`config.mk`:
```
export PLATFORM = sky130hd
export DESIGN_NAME = basket_controller
export DESIGN_NICKNAME = d
export VERILOG_FILES = /design/src/rtl/basket_controller.sv
export SDC_FILE = /design/constraint.sdc
export NUM_CORES = 1
export LEC_CHECK = 0
export ABC_AREA = 0
export CAP_MARGIN = 20
export CORE_MARGIN = 10
export CORE_UTILIZATION = 35
export CTS_BUF_LIST = sky130_fd_sc_hd__clkbuf_8
export DETAILED_ROUTE_END_ITERATION = 7
export PLACE_DENSITY = 0.52
export REMOVE_ABC_BUFFERS = 1
export SYNTH_ARGS = -nofsm -noshare
export SYNTH_HDL_FRONTEND = slang
export SYNTH_SLANG_ARGS = --single-unit
```
`constraint.sdc`:
```
create_clock -name CLOCK_50 -period 8.97 [get_ports CLOCK_50]
set_input_delay 1.794 -clock CLOCK_50 [delete_from_list [all_inputs] [get_ports CLOCK_50]]
set_output_delay 1.794 -clock CLOCK_50 [all_outputs]
set_load 0.1 [all_outputs]
```
`src/rtl/basket_controller.sv`:
```
// Shopping-basket slot store with add-or-merge, remove-with-compaction and clear.
// Slots stay packed from slot 0; every operation finishes through DONE.
module basket_controller #(
    parameter int DEPTH = 8
) (
    input  logic       CLOCK_50,
    input  logic       RESET,
    input  logic       Add_Pulse,
    input  logic [3:0] ProductID_in,
    input  logic [3:0] ProductQuantity_in,
    input  logic       Remove_Pulse,
    input  logic [2:0] RemoveIndex,
    input  logic       Clear_Pulse,
    input  logic [2:0] RdIndex,
    output logic [3:0] RdProductID,
    output logic [3:0] RdQuantity,
    output logic [3:0] BasketProductNum,
    output logic [6:0] TotalQuantity,
    output logic       Busy,
    output logic       Full,
    output logic       Done_Pulse,
    output logic       Err_Pulse
);

    localparam int         IW      = (DEPTH > 1) ? $clog2(DEPTH) : 1;
    localparam logic [3:0] DEPTH_C = 4'(DEPTH);

    typedef enum logic [2:0] {IDLE, SEARCH, APPEND, SHIFT, DONE} state_t;
    typedef struct packed {
        logic [3:0] id;
        logic [3:0] qty;
    } slot_t;

    state_t     state_q, state_d;
    slot_t      slot_q [DEPTH];
    slot_t      slot_d [DEPTH];
    logic [3:0] count_q, count_d;
    logic [6:0] total_q, total_d;
    logic [2:0] idx_q, idx_d;
    logic [3:0] add_id_q, add_id_d;
    logic [3:0] add_qty_q, add_qty_d;
    logic       err_q, err_d;

    slot_t      cur;
    slot_t      rd_slot;
    logic [2:0] idx_nx;
    logic [4:0] sum;
    logic [3:0] sat_qty;

    always_comb begin
        // NOTE: every _d gets its hold value first, so no path through this block infers a latch.
        state_d   = state_q;
        slot_d    = slot_q;
        count_d   = count_q;
        total_d   = total_q;
        idx_d     = idx_q;
        add_id_d  = add_id_q;
        add_qty_d = add_qty_q;
        // Add/remove pulses are dropped whenever they cannot start right now.
        err_d     = (state_q != IDLE || Clear_Pulse) ? (Add_Pulse | Remove_Pulse) : 1'b0;

        cur     = slot_q[idx_q[IW-1:0]];
        idx_nx  = idx_q + 3'd1;
        sum     = 5'(cur.qty) + 5'(add_qty_q);
        sat_qty = (sum > 5'd15) ? 4'd15 : sum[3:0];

        if (Clear_Pulse) begin
            for (int i = 0; i < DEPTH; i++) slot_d[i] = '0;
            count_d = '0;
            total_d = '0;
            state_d = DONE;
        end else begin
            case (state_q)
                IDLE: begin
                    if (Add_Pulse) begin
                        err_d = Remove_Pulse;
                        if (ProductQuantity_in == 4'd0) begin
                            state_d = DONE;
                        end else begin
                            add_id_d  = ProductID_in;
                            add_qty_d = ProductQuantity_in;
                            idx_d     = '0;
                            state_d   = (count_q == 4'd0) ? APPEND : SEARCH;
                        end
                    end else if (Remove_Pulse) begin
                        if ({1'b0, RemoveIndex} >= count_q) begin
                            err_d = 1'b1;
                        end else begin
                            total_d = total_q - 7'(slot_q[RemoveIndex[IW-1:0]].qty);
                            idx_d   = RemoveIndex;
                            state_d = SHIFT;
                        end
                    end
                end
                SEARCH: begin
                    if (cur.id == add_id_q) begin
                        slot_d[idx_q[IW-1:0]].qty = sat_qty;
                        total_d = total_q + 7'(sat_qty - cur.qty);
                        state_d = DONE;
                    end else if ({1'b0, idx_q} == count_q - 4'd1) begin
                        state_d = APPEND;
                    end else begin
                        idx_d = idx_nx;
                    end
                end
                APPEND: begin
                    if (count_q < DEPTH_C) begin
                        slot_d[count_q[IW-1:0]] = '{id: add_id_q, qty: add_qty_q};
                        count_d = count_q + 4'd1;
                        total_d = total_q + 7'(add_qty_q);
                        state_d = DONE;
                    end else begin
                        err_d   = 1'b1;
                        state_d = IDLE;
                    end
                end
                SHIFT: begin
                    if ({1'b0, idx_q} < count_q - 4'd1) begin
                        slot_d[idx_q[IW-1:0]] = slot_q[idx_nx[IW-1:0]];
                        idx_d = idx_nx;
                    end else begin
                        slot_d[idx_q[IW-1:0]] = '0;
                        count_d = count_q - 4'd1;
                        state_d = DONE;
                    end
                end
                DONE:    state_d = IDLE;
                default: state_d = IDLE;
            endcase
        end
    end

    // NOTE: state updates use <= only, so every flop samples the same pre-edge values.
    always_ff @(posedge CLOCK_50) begin
        if (RESET) begin
            state_q   <= IDLE;
            count_q   <= '0;
            total_q   <= '0;
            idx_q     <= '0;
            add_id_q  <= '0;
            add_qty_q <= '0;
            err_q     <= 1'b0;
            // NOTE: slot storage is reset because the read port exposes it directly.
            for (int i = 0; i < DEPTH; i++) slot_q[i] <= '0;
        end else begin
            state_q   <= state_d;
            count_q   <= count_d;
            total_q   <= total_d;
            idx_q     <= idx_d;
            add_id_q  <= add_id_d;
            add_qty_q <= add_qty_d;
            err_q     <= err_d;
            for (int i = 0; i < DEPTH; i++) slot_q[i] <= slot_d[i];
        end
    end

    assign rd_slot          = ({1'b0, RdIndex} < count_q) ? slot_q[RdIndex[IW-1:0]] : '0;
    assign RdProductID      = rd_slot.id;
    assign RdQuantity       = rd_slot.qty;
    assign BasketProductNum = count_q;
    assign TotalQuantity    = total_q;
    assign Busy             = (state_q != IDLE);
    assign Full             = (count_q == DEPTH_C);
    assign Done_Pulse       = (state_q == DONE);
    assign Err_Pulse        = err_q;

endmodule

```
==> results.sh <==
export IMPL_outcome="complete, no violations"
export IMPL_cts_buffers=9
export IMPL_ioPinCount=42
export IMPL_yosys_top_cells_area="dfxtp_1 (24%), mux4_2 (13%), mux2i_1 (5.6%)"
export IMPL_firstDrtPassIters=6
export IMPL_switching_share_pct=40.7
export IMPL_cts_root_buf="clkbuf_8"
export IMPL_clock_skew_ns=0.0149
export IMPL_globalplace_congestion=0.945
export IMPL_finalCriticalPeriod_ns=6.76
export IMPL_antenna_left=0
export IMPL_vias=7925
export IMPL_initialDrtViolationCount=908
export IMPL_ys_seq_area_share_pct=23.6
export IMPL_grt_pass1_vias=7406
export IMPL_p_sw_uw=433
export IMPL_yosysWarnings=0
export IMPL_required_ns=7.18
export IMPL_clkPwrFrac_pct=28.3
export IMPL_wl_per_cell_um=26.1
export IMPL_die_width_um=168
export IMPL_critPathKind="primary input to primary output"
export IMPL_design_area_um2=8530
export IMPL_hpwlAfterDp_mm=21.7
export IMPL_final_cell_mix="dfxtp_1 (90), nor2_1 (90), nand2_1 (56), a21oi_1 (54)"
export IMPL_cts_tree="yes"
export IMPL_cp_end_kind="primary output"
export IMPL_min_path_type="flip-flop to flip-flop"
export IMPL_place_area_um2=8340
export IMPL_place_ws_ns=2.28
export IMPL_grt_max_degree=77
export IMPL_final_layout_size_suffix_gt1_share_pct=12.2
export IMPL_ir_worst_vdd_mv=0.0758
export IMPL_power_density_nw_per_um2=125
export IMPL_die_area_um2=28200
export IMPL_syn_inst=901
export IMPL_fin_crit_sh_pct=75.3
export IMPL_syn_avg_cell_area_um2=8.48
export IMPL_cts_setup_buffers=0
export IMPL_overflow=0
export IMPL_synth_top_cell_area_share_pct=23.6
export IMPL_worst_slack_ns=2.21
export IMPL_ys_ff_latch=90
export IMPL_max_slew_margin_rel_pct=19.2
export IMPL_n_antenna_cell=0
export IMPL_grt_pass1_wl_mm=47.0
export IMPL_antenna_found_initial=0
export IMPL_initial_core_util_pct=35.2
export IMPL_areaGrowthSynthToFinish_pct=11.6
export IMPL_seqPwrFrac_pct=40.9
export IMPL_arrival_ns=4.96
export IMPL_final_cells=1190
export IMPL_drv_slew=0
export IMPL_slowest_stage="clkdlybuf4s50_1"
export IMPL_critical_path_max_fanout=9
export IMPL_core_area_um2=21700
export IMPL_synth_edf_count=0
export IMPL_syn_area_um2=7640
export IMPL_intPower_uw=631
export IMPL_num_rows=54
export IMPL_nFillCells=2236
export IMPL_comb_power_share_pct=30.8
export IMPL_placed_cells=1174
export IMPL_grt_use_total_pct=21.2
export IMPL_die_h_um=168
export IMPL_cts_hold_buffers=0
export IMPL_max_clock_freq_mhz=148
export IMPL_critPathMaxStageDelay_ns=0.97
export IMPL_htree_levels=3
export IMPL_p_leak_uw=0.00300
export IMPL_max_cap_violations=0
export IMPL_hold_viol_final=0
export IMPL_synth_cell_types=69
export IMPL_io_buffers=41
export IMPL_cts_resized=0
export IMPL_fin_tns_setup_ns=0
export IMPL_synth_largest_area_cell="dfxtp_1"
export IMPL_finalNetCount=953
export IMPL_grt_setup_unrepaired="false"
export IMPL_crit_chain="clkdlybuf4s50_1 > ha_1 > a21oi_1 > nor2_1 > buf_6 > nor2_1 > clkdlybuf4s50_1"
export IMPL_cts_sinks=90
export IMPL_clk_latency_ns=0.41
export IMPL_async_flop_share_pct=0
export IMPL_setup_viol=0
export IMPL_wirelength_mm=31.0
export IMPL_tightest_slew_ns=1.21
export IMPL_fin_util_pct=39.3
export IMPL_crit_path_start_kind="primary input"
export IMPL_drc=0
export IMPL_synth_main_ff_cell="dfxtp_1"
export IMPL_vias_per_cell=6.66
export IMPL_clockBufferDepth=2
export IMPL_clk_pin_slew_ns=0.10
final timing paths:
check | startpoint | endpoint | slack, ns | cells after the start
setup / recovery | RdIndex[2] | RdProductID[3] | 2.21 | 7
hold / removal | TotalQuantity[5] | TotalQuantity[5] | 0.49 | 2
setup reg to reg | idx_q[0] | TotalQuantity[6] | 2.85 | 24
hold reg to reg | TotalQuantity[5] | TotalQuantity[5] | 0.49 | 2
worst max-delay path, delay by kind of cell:
| family | cells | cell delay (ns) |
|---|---|---|
| and+or+nand+nor | 2 | 0.49 |
| buffers and inverters | 3 | 2.07 |
| adders and majority gates | 1 | 0.55 |
| AOI/OAI and AO/OA | 1 | 0.06 |
power groups by stage:
stage               clock network (uW)  logic, uW  registers [uW]
finish                             301        328             436
global route                       320        348             437
CTS                                307        321             435
detailed placement                   0        320             444
global placement                     0        319             444
floorplan                            0        188             454
cells by family (layout without fill, tap and decap cells):
| family | Yosys count | after routing | share of synthesized area, % |
|---|---|---|---|
| AO/OA/AOI/OAI | 320 | 320 | 28.6 |
| XOR/XNOR | 17 | 17 | 2.05 |
| adder cells (fa/ha/maj) | 29 | 29 | 5.04 |
| buffers and inverters | 90 | 99 | 4.63 |
| flip-flops | 90 | 90 | 23.6 |
| multiplexers | 96 | 96 | 19.9 |
| AND/OR/NAND/NOR | 259 | 259 | 16.2 |
final cells by class:
class / count / area, um2 / share of cell area, %
Multi-Input combinational cell: 721 / 5520 / 64.7
Sequential cell: 90 / 1800 / 21.1
Inverter: 17 / 63.8 / 0.748
Tap cell: 280 / 350 / 4.11
Clock buffer: 9 / 124 / 1.45
Timing Repair Buffer: 66 / 602 / 7.05
Clock inverter: 7 / 66.3 / 0.777
Yosys cell counts (all sizes together), types with 7 or more instances:
master / instances
nor2: 91
dfxtp: 90
nand2: 56
o21ai: 56
a21oi: 55
clkbuf: 55
a22oi: 48
mux4: 44
mux2i: 43
o22ai: 31
nand3: 27
ha: 26
a211oi: 25
nor3: 21
buf: 18
inv: 16
a31oi: 12
and2: 11
o21a: 11
xnor2: 11
a22o: 10
mux2: 9
nor4: 9
a221oi: 8
nand2b: 8
o31a: 8
o31ai: 8
nor2b: 7
or3: 7
through the flow:
| stage | power [uW] | hold slack, ns |
|---|---|---|
| 2_1_floorplan | 642 | 0.470 |
| 3_3_place_gp | 762 | 0.468 |
| 3_5_place_dp | 763 | 0.479 |
| 4_1_cts | 1060 | 0.494 |
| 5_1_grt | 1100 | 0.525 |
| 6_report | 1060 | 0.488 |
metal layers:
metal,track usage [%],vias up,routed length (um)
met4,7.31,0,980
li1,-,3514,-
met3,4.75,75,2880
met2,32.4,464,14100
met5,0,-,0
met1,28.6,3872,13000
Power figures use the tool's default switching activity.
